### src/rtl/fifo_drain_ctrl.sv
// Read-side consumer for a synchronous FIFO: credit-based popping, 2-entry skid buffer
// on a valid/ready output stream, saturating good-read and underflow counters.
module fifo_drain_ctrl #(
  parameter int unsigned FIFO_WIDTH = 16,
  parameter int unsigned CNT_W      = 16
) (
  input  logic                  clk,
  input  logic                  rst,
  input  logic                  enable,
  input  logic                  flush_req,
  input  logic                  fifo_empty,
  input  logic [FIFO_WIDTH-1:0] fifo_data_out,
  input  logic                  fifo_underflow,
  output logic                  fifo_rd_en,
  output logic [FIFO_WIDTH-1:0] m_data,
  output logic                  m_valid,
  input  logic                  m_ready,
  output logic                  flush_done,
  output logic                  busy,
  output logic [CNT_W-1:0]      rd_count,
  output logic [CNT_W-1:0]      uf_count
);

  typedef enum logic [1:0] {StIdle, StRun, StFlush} state_e;

  state_e                         state_q, state_d;
  logic [1:0]                     occ_q, occ_d, occ_after_pop;
  logic                           inflight_q;
  logic [1:0][FIFO_WIDTH-1:0]     buf_q, buf_d;
  logic [CNT_W-1:0]               rd_count_q, uf_count_q;
  logic                           pop, cap, uf_evt, drained;
  logic [2:0]                     credit;

  assign m_valid  = (occ_q != 2'd0);
  assign m_data   = buf_q[0];
  assign pop      = m_valid && m_ready;
  assign cap      = inflight_q && !fifo_underflow;
  assign uf_evt   = inflight_q && fifo_underflow;
  assign drained  = fifo_empty && !inflight_q && (occ_q == 2'd0);
  assign rd_count = rd_count_q;
  assign uf_count = uf_count_q;

  always_ff @(posedge clk or posedge rst) begin
    if (rst) begin
      state_q <= StIdle;
    end else begin
      state_q <= state_d;
    end
  end

  always_comb begin
    state_d = state_q;
    unique case (state_q)
      StIdle: begin
        if (flush_req)   state_d = StFlush;
        else if (enable) state_d = StRun;
      end
      StRun: begin
        if (flush_req)    state_d = StFlush;
        else if (!enable) state_d = StIdle;
      end
      StFlush: begin
        if (drained) state_d = StIdle;
      end
      default: state_d = StIdle;
    endcase
  end

  // Credit: words already held plus the one in flight, minus the slot freed this cycle.
  always_comb begin
    credit     = {1'b0, occ_q} + {2'b00, inflight_q} - {2'b00, pop};
    fifo_rd_en = (state_q != StIdle) && !fifo_empty && (credit < 3'd2);
    flush_done = (state_q == StFlush) && drained;
    busy       = (state_q != StIdle) || (occ_q != 2'd0) || inflight_q;
  end

  // Shift the head out on pop, then write the captured word at the resulting tail.
  always_comb begin
    buf_d         = buf_q;
    occ_after_pop = occ_q - {1'b0, pop};
    if (pop) buf_d[0] = buf_q[1];
    if (cap) buf_d[occ_after_pop[0]] = fifo_data_out;
    occ_d = occ_after_pop + {1'b0, cap};
  end

  always_ff @(posedge clk or posedge rst) begin
    if (rst) begin
      occ_q      <= 2'd0;
      inflight_q <= 1'b0;
      buf_q      <= '0;
      rd_count_q <= '0;
      uf_count_q <= '0;
    end else begin
      occ_q      <= occ_d;
      inflight_q <= fifo_rd_en;
      buf_q      <= buf_d;
      if (cap && (rd_count_q != '1))    rd_count_q <= rd_count_q + CNT_W'(1);
      if (uf_evt && (uf_count_q != '1)) uf_count_q <= uf_count_q + CNT_W'(1);
    end
  end

endmodule

### config.mk
export PLATFORM = sky130hd
export DESIGN_NAME = fifo_drain_ctrl
export DESIGN_NICKNAME = d
export VERILOG_FILES = /design/src/rtl/fifo_drain_ctrl.sv
export SDC_FILE = /design/constraint.sdc
export NUM_CORES = 1
export LEC_CHECK = 0
export ABC_CLOCK_PERIOD_IN_PS = 7700
export BUFFER_PORTS_ARGS = -buffer_cell sky130_fd_sc_hd__buf_2
export CAP_MARGIN = 15
export CORE_ASPECT_RATIO = 0.75
export CORE_MARGIN = 1.5
export CORE_UTILIZATION = 27
export CTS_BUF_LIST = sky130_fd_sc_hd__clkbuf_4 sky130_fd_sc_hd__clkbuf_8
export DETAILED_ROUTE_END_ITERATION = 8
export GPL_TIMING_DRIVEN = 0
export MAX_ROUTING_LAYER = met4
export PLACE_DENSITY = 0.52
export SYNTH_ARGS = -nofsm -noshare
export SYNTH_HDL_FRONTEND = slang
export SYNTH_SLANG_ARGS = --single-unit
export TNS_END_PERCENT = 10
### constraint.sdc
create_clock -name clk -period 7.7 [get_ports clk]
set_input_delay 1.155 -clock clk [delete_from_list [all_inputs] [get_ports clk]]
set_output_delay 1.155 -clock clk [all_outputs]
set_load 0.02 [all_outputs]
==> results.md, run 1 <==
- Fmax: about 220 MHz
- Ant diodes: 0
- Cell Pwr Density: a little over 300 nW/µm²
- FP Rows: 35
- First-pass GRT wire length: roughly 12000 µm
- CTS root buffer: clkbuf_8
- Drt first pass iters: 4
- Cts hold-fix bufs: 0
- Tmin final: ~4.5 ns
- Crit share post-route: roughly three fifths
- Peak supply drop: 0.000134 V
- TritonCTS clock tree: done
- Initial Util: between 20% and 30%
- Worst Tran Pin Value: 0.560 ns
- Post-Syn Area per Cell: between 10 and 15 µm²
- Leakage: about 2.0 nW
- Die width: approximately 130 µm
- Largest net degree at the start of global routing: between 40 and 50
- NumNets Final: 405
- Core area: approximately 12000 µm²
- Total power: around 1.3 mW
- Placer Congestion: approximately 0.7
- Slew margin rel.: between 60% and 70%
- Psw: 0.443 mW
- CTS Buf Count: 9
- Initial DRC Count: just under 80
- Crit start category: primary input
- Internal power: 0.823 mW
- IO buf count: 74
- Cells after DPL: about 530
- Fraction of registers with async set/reset: 100%
- DRC Markers: 0
- Multi-input gate area: approximately 1400 µm²
- Hold slack: ~0.49 ns
- H-tree depth: 3
- GRT Total Usage: between 10% and 20%
- Data arrival time of the worst path: 3.34 ns
- Post-DP HPWL: around 5200 µm
- PnR worst setup slack: around 3.2 ns
- Routed Antenna Nets: 0
- Final Cell Area: 4140 µm²
- Post-Syn Instances: just under 300
- Clock Latency Late Sink: approximately 0.34 ns
- Final Core Density: 33.9%
- EDFF count, synth: 0
- Ratio of cells with drive above 1 in the final layout: 35.2%
- Non-Filler Instances: approximately 550
- Initial antenna violation count: 0
- Hold Vio Cnt, Final: 0
- Reg power frac: between 40% and 50%
- Max-cap violations: 0
- Worst slack at placement: 3.13 ns
- Syn Std Cell Area: about 3400 µm²
- Placed cell area: 3960 µm²
- Clock share of power: between 20 and 25%
- Die height: ~100 µm
- Logic pwr share: 35.2%
- Syn Nets: 319
- WL final: around 7100 µm
- Resized cells post-CTS: 0
- Netlist cell types: 44
- Drt wl/cell: between 10 and 15 µm
- Vias per Instance: ~4.4
- Synthesis-to-layout area growth: 23.5%
- Post-route clock skew: slightly below 0.008 ns
- Vias: 2425
- Reg clk slew, reported paths: 0.07 ns
- Yosys warns: 0
- Sw Share: a little over a third
- Final Setup Violations: 0
- RSZ-0062 raised after global routing: no
- Clk sinks: 69
- Fill cells: 1252
- FF+latch count, synth: between 60 and 70
- Grt ovf: 0
- Most common cell after layout, fill and taps aside: buf_2
- Ports: 75
- Most frequent cells in the layout: buf_2, dfrtp_1, nand2_1
- Critical Path RT: 6.55 ns
- Die ar.: 13100 µm²
- Pins Over Slew Limit: 0
- Register area: 1730 µm²
- Setup_tns: 0 ns
- Crit end category: output pin
- Post-CTS setup buffer count: 0
- Run status: completed
- Critical Path Fanout Max: 10
- Clock tree buffer depth: 2
- Number of global-route vias before repair: about 2500
- Main synth FF type: dfrtp_1
- Critical path class: primary input to output pin
- HP Class: register to register
- Post-synthesis sequential area ratio: 51.5%
flip-flops by register name, indices dropped and copies added (netlist names):
register / cells
buf_q: 16
m_data: 16
rd_count: 16
uf_count: 16
occ_q: 2
state_q: 2
inflight_q: 1
layer usage:
layer  vias up  part of all wire, %  track usage, %
met2        52                   46            18.7
li1       1178                    -               -
met4         0                  1.3            3.85
met1      1185                   49            16.0
met5         -                    0               -
met3        10                  4.3            3.77
area by class of cell:
| type | instances | share of cell area (%) |
|---|---|---|
| sequential | 69 | 41.7 |
| inverter | 10 | 1.03 |
| buffer | 23 | 3.65 |
| timing repair buffer | 75 | 9.60 |
| clock inverter | 4 | 0.543 |
| multi-input combinational | 188 | 34.7 |
| tap | 166 | 5.01 |
| clock buffer | 12 | 3.83 |
cell usage after synthesis (2+ instances only):
library cell	n	share of area (%)
nand2_1	22	2.5
or2_1	3	0.56
a31oi_1	3	0.56
mux2i_1	16	4.8
mux2_1	12	4.0
xnor2_1	18	4.7
xor2_1	9	2.4
nor2_1	11	1.2
dfrtp_1	69	51
o41ai_4	2	1.6
and3_1	5	0.93
mux2_2	10	3.4
ha_1	5	1.9
o21ai_1	18	2.7
nand4_1	9	1.7
nor3_1	6	0.90
clkbuf_1	5	0.56
nand4_2	2	0.75
inv_1	8	0.90
a21oi_1	3	0.45
buf_4	17	3.8
nand2b_1	2	0.37
nand3_1	12	1.8
o21ai_0	3	0.45
cells by family (layout without fill, tap and decap cells):
family | count (synthesis) | in the layout | synth area share [%]
buffers and inverters | 33 | 124 | 5.71
flip-flops | 69 | 69 | 51.5
multiplexers | 38 | 38 | 12.2
AO/OA/AOI/OAI | 32 | 32 | 6.60
AND/OR/NAND/NOR | 85 | 85 | 14.5
adder cells (fa/ha/maj) | 6 | 6 | 2.46
XOR/XNOR | 27 | 27 | 7.05
power groups by stage:
stage | Combinational [mW] | Sequential (mW) | Clock [mW]
global route | 0.496 | 0.565 | 0.303
floorplan | 0.319 | 0.559 | 0
detailed placement | 0.455 | 0.556 | 0
global placement | 0.445 | 0.552 | 0
CTS | 0.456 | 0.549 | 0.287
finish | 0.445 | 0.547 | 0.274
final timing paths:
kind | start | endpoint | slack (ns) | depth (start not counted)
worst max-delay path | m_ready | fifo_rd_en | 3.20 | 10
worst min register to register | buf_q[30] | buf_q[30] | 0.49 | 1
worst min-delay path | buf_q[30] | buf_q[30] | 0.49 | 1
min in group asynchronous | rst | inflight_q | 0.79 | 2
worst max register to register | occ_q[1] | buf_q[18] | 4.51 | 11
max in group asynchronous | rst | rd_count[0] | 6.38 | 3
worst max-delay path, stage by stage:
cell      delay [ns]
buf_2           0.10
nand2_2         0.21
buf_4           0.29
inv_2           0.07
ha_1            0.26
nand2b_1        0.15
fa_1            0.38
xor2_1          0.15
nor4b_1         0.34
buf_2           0.24
Note: power is estimated with default switching activity, not from simulation.
==> run 2: changes to the inputs <==
--- a/config.mk
+++ b/config.mk
@@ -5,7 +5,7 @@
 export SDC_FILE = /design/constraint.sdc
 export NUM_CORES = 1
 export LEC_CHECK = 0
-export ABC_CLOCK_PERIOD_IN_PS = 7700
+export ABC_CLOCK_PERIOD_IN_PS = 4030
 export BUFFER_PORTS_ARGS = -buffer_cell sky130_fd_sc_hd__buf_2
 export CAP_MARGIN = 15
 export CORE_ASPECT_RATIO = 0.75
@@ -15,7 +15,7 @@
 export DETAILED_ROUTE_END_ITERATION = 8
 export GPL_TIMING_DRIVEN = 0
 export MAX_ROUTING_LAYER = met4
-export PLACE_DENSITY = 0.52
+export PLACE_DENSITY = 0.53
 export SYNTH_ARGS = -nofsm -noshare
 export SYNTH_HDL_FRONTEND = slang
 export SYNTH_SLANG_ARGS = --single-unit
==> constraint.sdc (replaced) <==
create_clock -name clk -period 4.03 [get_ports clk]
set_input_delay 0.6045 -clock clk [delete_from_list [all_inputs] [get_ports clk]]
set_output_delay 0.6045 -clock clk [all_outputs]
set_load 0.02 [all_outputs]
==> results.md, run 2 (synthesized netlist as in run 1, its figures left out) <==
- Synthesis-to-layout area growth: 23.2%
- Worst Tran Pin Value: 0.869 ns (+0.309 ns)
- Ant diodes: 0 (unchanged)
- Grt met2 use: 18.1% (-0.57 points)
- Tmin final: roughly 3.8 ns
- PnR worst setup slack: 0.244 ns (-2.96 ns)
- Clock Latency Late Sink: 0.34 ns (about the same)
- RSZ-0062 raised after global routing: no
- FF-to-FF End: buf_q[16]
- Die height: 99.5 µm (unchanged)
- Drt first pass iters: 4 (unchanged)
- Peak supply drop: 0.000212 V (+59%)
- Fmax: 264 MHz
- CTS Buf Count: 9 (unchanged)
- Ratio of cells with drive above 1 in the final layout: 35.3% (+0.093 points)
- Setup_tns: 0 ns (unchanged)
- Core area: 12200 µm² (unchanged)
- Critical Path Fanout Max: 10 (unchanged)
- Psw: 0.857 mW (+93%)
- DRC Markers: 0 (unchanged)
- GRT Total Usage: 12.3% (-0.039 points)
- Critical path class: register to output pin
- Worst slack at placement: 0.393 ns (-2.73 ns)
- Final Cell Area: 4130 µm² (-0.27%)
- Post-route clock skew: 0.00837 ns (+0.000415 ns)
- WL final: 7300 µm (+2.3%)
- Grt ovf: 0 (unchanged)
- Cell Pwr Density: 594 nW/µm² (+95%)
- Data arrival time of the worst path: 3.18 ns (-0.16 ns)
- First-pass GRT wire length: 12200 µm (-1.9%)
- Slew margin rel.: 42.1% (-21 points)
- Logic pwr share: 35.2% (about the same)
- Initial DRC Count: 80 (+1.3%)
- CP startpoint: occ_q[1]
- Number of global-route vias before repair: 2417 (-1.5%)
- R2R cell count: 11 (unchanged)
- Leakage: 2.04 nW (-0.12%)
- Met3 global-route usage: 3.72% (-0.051 points)
- Initial Util: 27.5% (unchanged)
- Total power: 2.46 mW (+94%)
- CTS root buffer: clkbuf_8
- Cells after DPL: 530 (-0.19%)
- Vias per Instance: 4.44 (+0.14%)
- Placer Congestion: 0.700 (-1.7%)
- Internal power: 1.60 mW (+94%)
- Largest net degree at the start of global routing: 70 (+59%)
- Drt wl/cell: 13.4 µm (+2.4%)
- NumNets Final: 404 (-0.25%)
- Placed cell area: 3940 µm² (-0.69%)
- Clk sinks: 69 (unchanged)
- Clock share of power: 21.8% (about the same)
- Die width: 132 µm (unchanged)
- TritonCTS clock tree: done
- GRT busiest layer: met2
- Pins Over Slew Limit: 0 (unchanged)
- Die ar.: 13100 µm² (unchanged)
- IO buf count: 74 (unchanged)
- Max-cap violations: 0 (unchanged)
- Reg power frac: 42.9% (-0.3 points)
- Non-Filler Instances: 546 (-0.18%)
- Sw Share: 34.9% (-0.11 points)
- GR Util met1: 16.3% (+0.28 points)
- Post-CTS setup buffer count: 0 (unchanged)
- Crit end category: output pin
- Crit share post-route: between 90% and 100%
- Most common cell after layout, fill and taps aside: buf_2
- HP Class: primary input to async pin
- Run status: completed
- Hold Vio Cnt, Final: 0 (unchanged)
- Most frequent cells in the layout: buf_2, dfrtp_1, nand2_1
- Initial antenna violation count: 0 (unchanged)
- FP Rows: 35 (unchanged)
- R2r startpoint: occ_q[1]
- Crit start category: register
- Vias: 2424 (-0.041%)
- Post-DP HPWL: 5130 µm (-1.1%)
- Hold slack: 0.418 ns (-0.0696 ns)
- H-tree depth: 3 (unchanged)
- Reg clk slew, reported paths: 0.07 ns (about the same)
- Fill cells: 1249 (-0.24%)
- Clock tree buffer depth: 2 (unchanged)
- Final Core Density: 33.8% (-0.092 points)
- Final Setup Violations: 0 (unchanged)
- Critical Path RT: 3.43 ns (-3.12 ns)
- Ports: 75 (unchanged)
- Routed Antenna Nets: 0 (unchanged)
- Cts hold-fix bufs: 0 (unchanged)
- R2r setup slk: 0.88 ns (-3.63 ns)
==> run 2: repair_timing <==
item                                    CTS  global route
gates resized for setup                   1             1
cloned                                    0             0
endpoints found under the setup margin    1             1
==> run 2: how the worst max path moves through the flow <==
stage | to | slack, ns | depth (start not counted)
3_5_place_dp | fifo_rd_en | 0.39 | 11
3_3_place_gp | fifo_rd_en | 0.37 | 11
5_1_grt | fifo_rd_en | 0.07 | 11
6_report | fifo_rd_en | 0.24 | 11
2_1_floorplan | fifo_rd_en | 0.38 | 10
4_1_cts | fifo_rd_en | 0.07 | 11
==> run 2: metal layers <==
layer	share of wire, %	vias up
met4	1.4	0
li1	-	1173
met1	50	1199
met3	3.9	9
met2	45	43
met5	0	-
==> run 2: area by class of cell <==
type	count	area, µm²	area share [%]
plain buffers	23	151	3.66
clock buffers	15	181	4.39
clock inverters	1	5.00	0.121
inverters	10	42.5	1.03
multi-input cells	188	1450	35.0
flip-flops and latches	69	1730	41.8
well taps	166	208	5.03
repair buffers	74	370	8.96
==> run 2: worst max-delay path, stage by stage, from the launching register on <==
cell and delay (ns):
dfrtp_1 0.44, or2_1 0.25, clkbuf_1 0.16, nand2_4 0.19, buf_4 0.26, inv_2 0.07
ha_1 0.26, nand2b_1 0.15, fa_1 0.37, xor2_1 0.16, nor4b_2 0.28, buf_2 0.23
==> run 2: power groups by stage <==
| stage | combinational, mW | clock [mW] | sequential (mW) |
|---|---|---|---|
| finish | 0.866 | 0.537 | 1.05 |
| global route | 0.953 | 0.596 | 1.09 |
| CTS | 0.877 | 0.567 | 1.06 |
| detailed placement | 0.872 | 0 | 1.07 |
| global placement | 0.850 | 0 | 1.06 |
| floorplan | 0.610 | 0 | 1.07 |
